$ cat config.mk
export PLATFORM = sky130hd
export DESIGN_NAME = uart_rx_fifo
export DESIGN_NICKNAME = d
export VERILOG_FILES = /design/src/rtl/uart_pkg.sv /design/src/rtl/rx_byte_fifo.sv /design/src/rtl/uart_rx_fifo.sv
export SDC_FILE = /design/constraint.sdc
export NUM_CORES = 1
export LEC_CHECK = 0
export ABC_CLOCK_PERIOD_IN_PS = 4230
export CAP_MARGIN = 20
export CORE_ASPECT_RATIO = 0.5
export CORE_MARGIN = 2
export CORE_UTILIZATION = 30
export DETAILED_ROUTE_END_ITERATION = 8
export GPL_TIMING_DRIVEN = 0
export PLACE_DENSITY = 0.43
export SYNTH_ARGS = -nofsm -noshare
export SYNTH_HDL_FRONTEND = slang
export SYNTH_SLANG_ARGS = --single-unit
$ cat constraint.sdc
create_clock -name clk -period 4.23 [get_ports clk]
set_clock_uncertainty 0.1 [all_clocks]
set_input_delay 0.423 -clock clk [delete_from_list [all_inputs] [get_ports clk]]
set_output_delay 0.423 -clock clk [all_outputs]
set_load 0.02 [all_outputs]
$ cat src/rtl/uart_pkg.sv
// Shared constants for the UART receive path: FSM state encoding,
// divider floor and 8N1 frame shape.
package uart_pkg;

    typedef enum logic [2:0] {
        IDLE,
        START,
        DATA,
        STOP,
        WAIT_IDLE
    } rx_state_e;

    localparam int DIV_W     = 16;
    localparam int DIV_MIN   = 4;
    localparam int DATA_BITS = 8;

    // Below DIV_MIN the half-period load would underflow or leave no margin.
    function automatic logic [DIV_W-1:0] clamp_div(input logic [DIV_W-1:0] d);
        return (d < DIV_W'(DIV_MIN)) ? DIV_W'(DIV_MIN) : d;
    endfunction

endpackage

$ cat src/rtl/rx_byte_fifo.sv
// First-word-fall-through synchronous FIFO. Head entry is presented
// combinationally; head reads as zero while empty.
module rx_byte_fifo #(
    parameter int DEPTH = 8,
    parameter int WIDTH = 8,
    localparam int AW   = $clog2(DEPTH)
) (
    input  logic             clk,
    input  logic             reset,
    input  logic             push,
    input  logic [WIDTH-1:0] push_data,
    input  logic             pop,
    output logic [WIDTH-1:0] head,
    output logic [AW:0]      count,
    output logic             full,
    output logic             empty
);

    logic [WIDTH-1:0] mem [DEPTH];
    logic [AW-1:0]    wr_ptr;
    logic [AW-1:0]    rd_ptr;
    logic             do_push;
    logic             do_pop;

    assign empty   = (count == '0);
    assign full    = (count == (AW+1)'(DEPTH));
    assign do_pop  = pop && !empty;
    // A push into a full FIFO is accepted only when a pop frees the slot.
    assign do_push = push && (!full || do_pop);
    assign head    = empty ? '0 : mem[rd_ptr];

    // Storage write; no reset needed since reads are masked while empty.
    always_ff @(posedge clk) begin
        if (do_push)
            mem[wr_ptr] <= push_data;
    end

    // Pointers wrap naturally because DEPTH is a power of two.
    always_ff @(posedge clk or posedge reset) begin
        if (reset) begin
            wr_ptr <= '0;
            rd_ptr <= '0;
            count  <= '0;
        end else begin
            if (do_push)
                wr_ptr <= wr_ptr + 1'b1;
            if (do_pop)
                rd_ptr <= rd_ptr + 1'b1;
            count <= count + (AW+1)'(do_push) - (AW+1)'(do_pop);
        end
    end

endmodule

$ cat src/rtl/uart_rx_fifo.sv
// 8N1 UART receiver feeding a FWFT byte FIFO, with sticky framing and
// overrun flags.
module uart_rx_fifo
    import uart_pkg::*;
#(
    parameter int DEFAULT_DIV = 106,
    parameter int FIFO_DEPTH  = 8,
    localparam int CW         = $clog2(FIFO_DEPTH) + 1
) (
    input  logic             clk,
    input  logic             reset,
    input  logic             ser_rx,
    input  logic             cfg_div_we,
    input  logic [15:0]      cfg_div_di,
    output logic [7:0]       out_data,
    output logic             out_valid,
    input  logic             out_ready,
    output logic [CW-1:0]    fifo_count,
    output logic             err_frame,
    output logic             err_overrun,
    input  logic             err_clr
);

    logic             sync1;
    logic             rx_s;
    logic [1:0]       sync_ok;
    logic             rx_prev;
    logic [DIV_W-1:0] div_reg;
    logic [DIV_W-1:0] frame_div;
    logic [DIV_W-1:0] cnt;
    rx_state_e        state;
    logic [2:0]       bit_idx;
    logic [7:0]       shreg;
    logic             tick;
    logic             start_edge;
    logic             push;
    logic             frame_evt;
    logic             ovr_evt;
    logic             pop;
    logic             fifo_full;
    logic             fifo_empty;

    // Two-flop synchronizer; idle-high reset value.
    always_ff @(posedge clk or posedge reset) begin
        if (reset) begin
            sync1 <= 1'b1;
            rx_s  <= 1'b1;
        end else begin
            sync1 <= ser_rx;
            rx_s  <= sync1;
        end
    end

    // rx_prev only goes high once a real sampled high has passed through the
    // synchronizer, so a line held low across reset release never looks like
    // a start edge.
    always_ff @(posedge clk or posedge reset) begin
        if (reset) begin
            sync_ok <= 2'b00;
            rx_prev <= 1'b0;
        end else begin
            sync_ok <= {sync_ok[0], 1'b1};
            rx_prev <= sync_ok[1] & rx_s;
        end
    end

    // Divider register; sampled into frame_div only at a start edge.
    always_ff @(posedge clk or posedge reset) begin
        if (reset)
            div_reg <= DIV_W'(DEFAULT_DIV);
        else if (cfg_div_we)
            div_reg <= cfg_div_di;
    end

    assign tick       = (state != IDLE) && (cnt == '0);
    assign start_edge = (state == IDLE) && rx_prev && !rx_s;
    assign push       = (state == STOP) && tick && rx_s;
    assign frame_evt  = (state == STOP) && tick && !rx_s;

    // Receive FSM with bit counter, bit index and shift register.
    always_ff @(posedge clk or posedge reset) begin
        if (reset) begin
            state     <= IDLE;
            cnt       <= '0;
            frame_div <= DIV_W'(DEFAULT_DIV);
            bit_idx   <= '0;
            shreg     <= '0;
        end else begin
            case (state)
                IDLE: begin
                    if (start_edge) begin
                        frame_div <= clamp_div(div_reg);
                        cnt       <= (clamp_div(div_reg) >> 1) - 1'b1;
                        state     <= START;
                    end
                end
                START: begin
                    if (tick) begin
                        if (rx_s) begin
                            state <= IDLE;
                        end else begin
                            state   <= DATA;
                            bit_idx <= '0;
                            cnt     <= frame_div - 1'b1;
                        end
                    end else begin
                        cnt <= cnt - 1'b1;
                    end
                end
                DATA: begin
                    if (tick) begin
                        shreg <= {rx_s, shreg[7:1]};
                        cnt   <= frame_div - 1'b1;
                        if (bit_idx == 3'(DATA_BITS - 1))
                            state <= STOP;
                        else
                            bit_idx <= bit_idx + 1'b1;
                    end else begin
                        cnt <= cnt - 1'b1;
                    end
                end
                STOP: begin
                    if (tick)
                        state <= rx_s ? IDLE : WAIT_IDLE;
                    else
                        cnt <= cnt - 1'b1;
                end
                WAIT_IDLE: begin
                    if (rx_s)
                        state <= IDLE;
                end
                default: state <= IDLE;
            endcase
        end
    end

    assign pop       = out_valid && out_ready;
    assign out_valid = !fifo_empty;
    assign ovr_evt   = push && fifo_full && !pop;

    // Sticky error flags; a new event wins over a simultaneous clear.
    always_ff @(posedge clk or posedge reset) begin
        if (reset) begin
            err_frame   <= 1'b0;
            err_overrun <= 1'b0;
        end else begin
            err_frame   <= frame_evt | (err_frame & ~err_clr);
            err_overrun <= ovr_evt | (err_overrun & ~err_clr);
        end
    end

    rx_byte_fifo #(
        .DEPTH (FIFO_DEPTH),
        .WIDTH (8)
    ) u_fifo (
        .clk       (clk),
        .reset     (reset),
        .push      (push),
        .push_data (shreg),
        .pop       (pop),
        .head      (out_data),
        .count     (fifo_count),
        .full      (fifo_full),
        .empty     (fifo_empty)
    );

endmodule

==> summary.md <==
| Metric | Value |
|---|---|
| Total gr overflow | `0` |
| Cells after Synth | `564` |
| DRT Wirelength | `16,600 um` |
| Die area | `24,400 um^2` |
| Post-CTS setup buffers | `0` |
| Worst R2R End | `u_fifo.mem[2][4]` |
| Final TNS setup | `0 ns` |
| Placed cell count | `907` |
| Total power | `4.70 mW` |
| Unique masters post-synth | `60` |
| Fin. Hold Viols | `0` |
| End of the worst hold path | `sync_ok[1]` |
| Die outline width | `219 um` |
| Final nets | `655` |
| Worst Hold Depth | `0` |
| GRT Total Usage | `0.146` |
| Post-synthesis average cell area | `12.3 um^2` |
| Core area | `22,700 um^2` |
| Vias per cell | `4.93` |
| Initial antenna violation count | `0` |
| Post-Syn Area | `6920 um^2` |
| Syn_nets | `600` |
| Num Clock Sinks | `143` |
| Register bit total from synthesis | `143` |
| Die height | `111 um` |
| Synth warn | `0` |
| CP peak stage delay | `0.65 ns` |
| Final core occ | `0.366` |
| N_diodes | `0` |
| Tmin final | `3.98 ns` |
| CP Class | `flip-flop to output port` |
| Crit path DAT | `3.46 ns` |
| Num CTS Buffers | `17` |
| Min-delay worst type | `flip-flop to flip-flop` |
| Critical Path Sink Type | `output port` |
| Initial DRC count | `246` |
| Ys flop type | `dfrtp_1` |
| Initial Util | `0.304` |
| CTS tree | `built` |
| Max Fclk | `251 MHz` |
| DR vias | `4,632` |
| Startpoint types | `flip-flop` |
| Max FFs per register | `64` |
| CP cell instances | `buf_1, clkdlybuf4s15_2, mux4_2, mux2i_1, nor2_1, clkdlybuf4s50_1` |
| Gpl congestion | `0.844` |
| Max-cap violations | `0` |
| Peak supply drop | `0.275 mV` |
| Synth Area in Simple Gates | `0.134` |
| Largest family of logic cells by synthesized area | `simple AND/OR/NAND/NOR gates` |
| EDFF count, synth | `64` |
| Antenna violation net count after detailed routing | `0` |
| Leak | `3.11 nW` |
| Io pins | `37` |
| Max Root-Sink Buffers | `2` |
| Status | `finished, final reports clean` |
| Hold_sp | `sync_ok[0]` |
| Unrepaired setup endpoints after global routing | `false` |
| Slowest CP cell | `buf_1` |
| Clock transition at path regs | `0.07 ns` |
| Tcrit/Tclk final | `0.941` |
| First-pass GRT wire length | `26,600 um` |
| Slew @ Worst Pin | `0.913 ns` |
| Pwr/cell area | `565 nW/um^2` |
| TritonRoute pass-1 iters | `4` |
| Port Buffers | `35` |
| Root Driver | `clkbuf_16` |
| H-tree depth | `4` |
| Pin count of the biggest net entering global routing | `43` |
| Final number of setup-violating endpoints | `0` |
| HPWL after detailed placement | `11,300 um` |
| Routed WL per cell | `17.6 um` |
| Multiplexer share of the synthesized area | `0.127` |
| Finished Layout Cells | `939` |
| Final Max Tran Viols | `0` |
| WP data required | `3.71 ns` |
| Synth async-reset ratio | `0.552` |
| Vias in the first global route | `4,715` |
| Row cnt | `39` |
| Post-Synth XOR/XNOR Area | `0.0367` |
| Worst-path fanout max | `10` |
| Sequential fraction of the synthesis area | `0.565` |
| Area share of fa/ha/maj cells after synthesis | `0.0264` |
| Setup slack, reg-to-reg | `0.33 ns` |
| Largest Register | `u_fifo.mem` |
| Layout cells sized above 1 | `0.193` |
| Origin of the critical flop-to-flop path | `cnt[0]` |
| R2R cell count | `9` |
| Clock Latency Late Sink | `0.43 ns` |
| DRC viols | `0` |
| Rel. slew slack | `0.383` |
| Synth Area in Compound Gates | `0.0794` |
| Area Overhead vs Synth | `20.3%` |
worst max-delay path by stage:
stage                     startpoint                to  cells past startpoint
global placement              cnt[0]  u_fifo.mem[0][3]                      9
finish              u_fifo.rd_ptr[0]       out_data[6]                      6
floorplan                    cnt[10]  u_fifo.mem[0][0]                      9
detailed placement            cnt[0]  u_fifo.mem[4][3]                      9
CTS                 u_fifo.rd_ptr[0]       out_data[6]                      6
global route        u_fifo.rd_ptr[0]       out_data[6]                      6
cell families after synthesis:
group	after synthesis
xor+xnor	29
other cells	1
flops	143
compound gates	87
simple gates	176
mux	63
buf+inv	51
fa+ha+maj	14
layer usage:
layer,track usage,wire (um),up-vias,part of all wire
li1,-,-,2220,-
met1,0.194,7860,2312,0.47
met3,0.0355,570,15,0.034
met4,0.0486,211,0,0.013
met2,0.236,7910,85,0.48
met5,0,0,-,0
worst max-delay path: cells and delay by family, from the launching register on:
family / cells / cell delay [ns]
flops: 1 / 0.35
mux: 2 / 0.81
simple gates: 1 / 0.07
buf+inv: 3 / 1.79
where the power goes:
group / internal [mW] / switching [mW] / total (mW)
Combinational: 0.611 / 0.670 / 1.28
Sequential: 1.63 / 0.206 / 1.84
Clock: 0.925 / 0.653 / 1.58
Total: 3.17 / 1.53 / 4.70
metrics by stage:
stage / hold slack, ns / setup WS, ns / instance area, um^2
5_1_grt: 0.268 / 0.00121 / 8320
2_1_floorplan: 0.231 / 1.01 / 6920
3_5_place_dp: 0.247 / 0.237 / 7680
6_report: 0.256 / 0.248 / 8320
3_3_place_gp: 0.239 / -0.181 / 7650
4_1_cts: 0.261 / 0.106 / 8310
cell usage after synthesis, types with 13 or more instances:
cell type	instances	area, um^2
dfrtp_1	69	1730
edfxtp_1	64	1920
nor2_1	44	165
mux2_2	38	428
nand2_1	35	131
o21ai_0	31	155
inv_1	22	82.6
xnor2_1	21	184
clkbuf_1	19	71.3
nor3_1	19	95.1
a21oi_1	17	85.1
mux4_2	16	360
nand3_1	16	80.1
ha_1	13	163
final cells by class:
cell class / count / area [um^2]
clock inverter: 14 / 169
sequential: 143 / 3910
multi-input combinational: 370 / 2820
tap: 307 / 384
timing repair buffer: 36 / 370
clock buffer: 18 / 450
inverter: 23 / 90.1
fill: 2273 / 14400
buffer: 28 / 129
timing repair:
action | 4_1_cts | 5_1_grt
setup endpoints to repair | 8 | 32
hold buffers | 0 | 0
gates resized for setup | 2 | 5
layout by cell type (no fill, tap or decap), types with 4 or more instances in the layout:
cell type,n
o21ai_0,31
or3_1,10
clkbuf_1,18
nand2_1,35
xnor2_1,21
mux4_2,16
nor2_2,4
nand2b_1,7
edfxtp_1,64
xor2_1,8
ha_1,13
nor3_1,17
nand4_1,7
nor4_1,12
nor2_1,40
dfrtp_1,69
buf_2,4
o41ai_1,4
inv_1,21
a22o_1,4
dfstp_2,10
mux2_2,38
clkbuf_16,18
nand3_1,16
clkdlybuf4s50_1,35
o31ai_1,4
inv_6,5
mux2i_1,9
o211ai_1,5
a21oi_1,17
No activity file was read; power rests on OpenSTA's default activity.
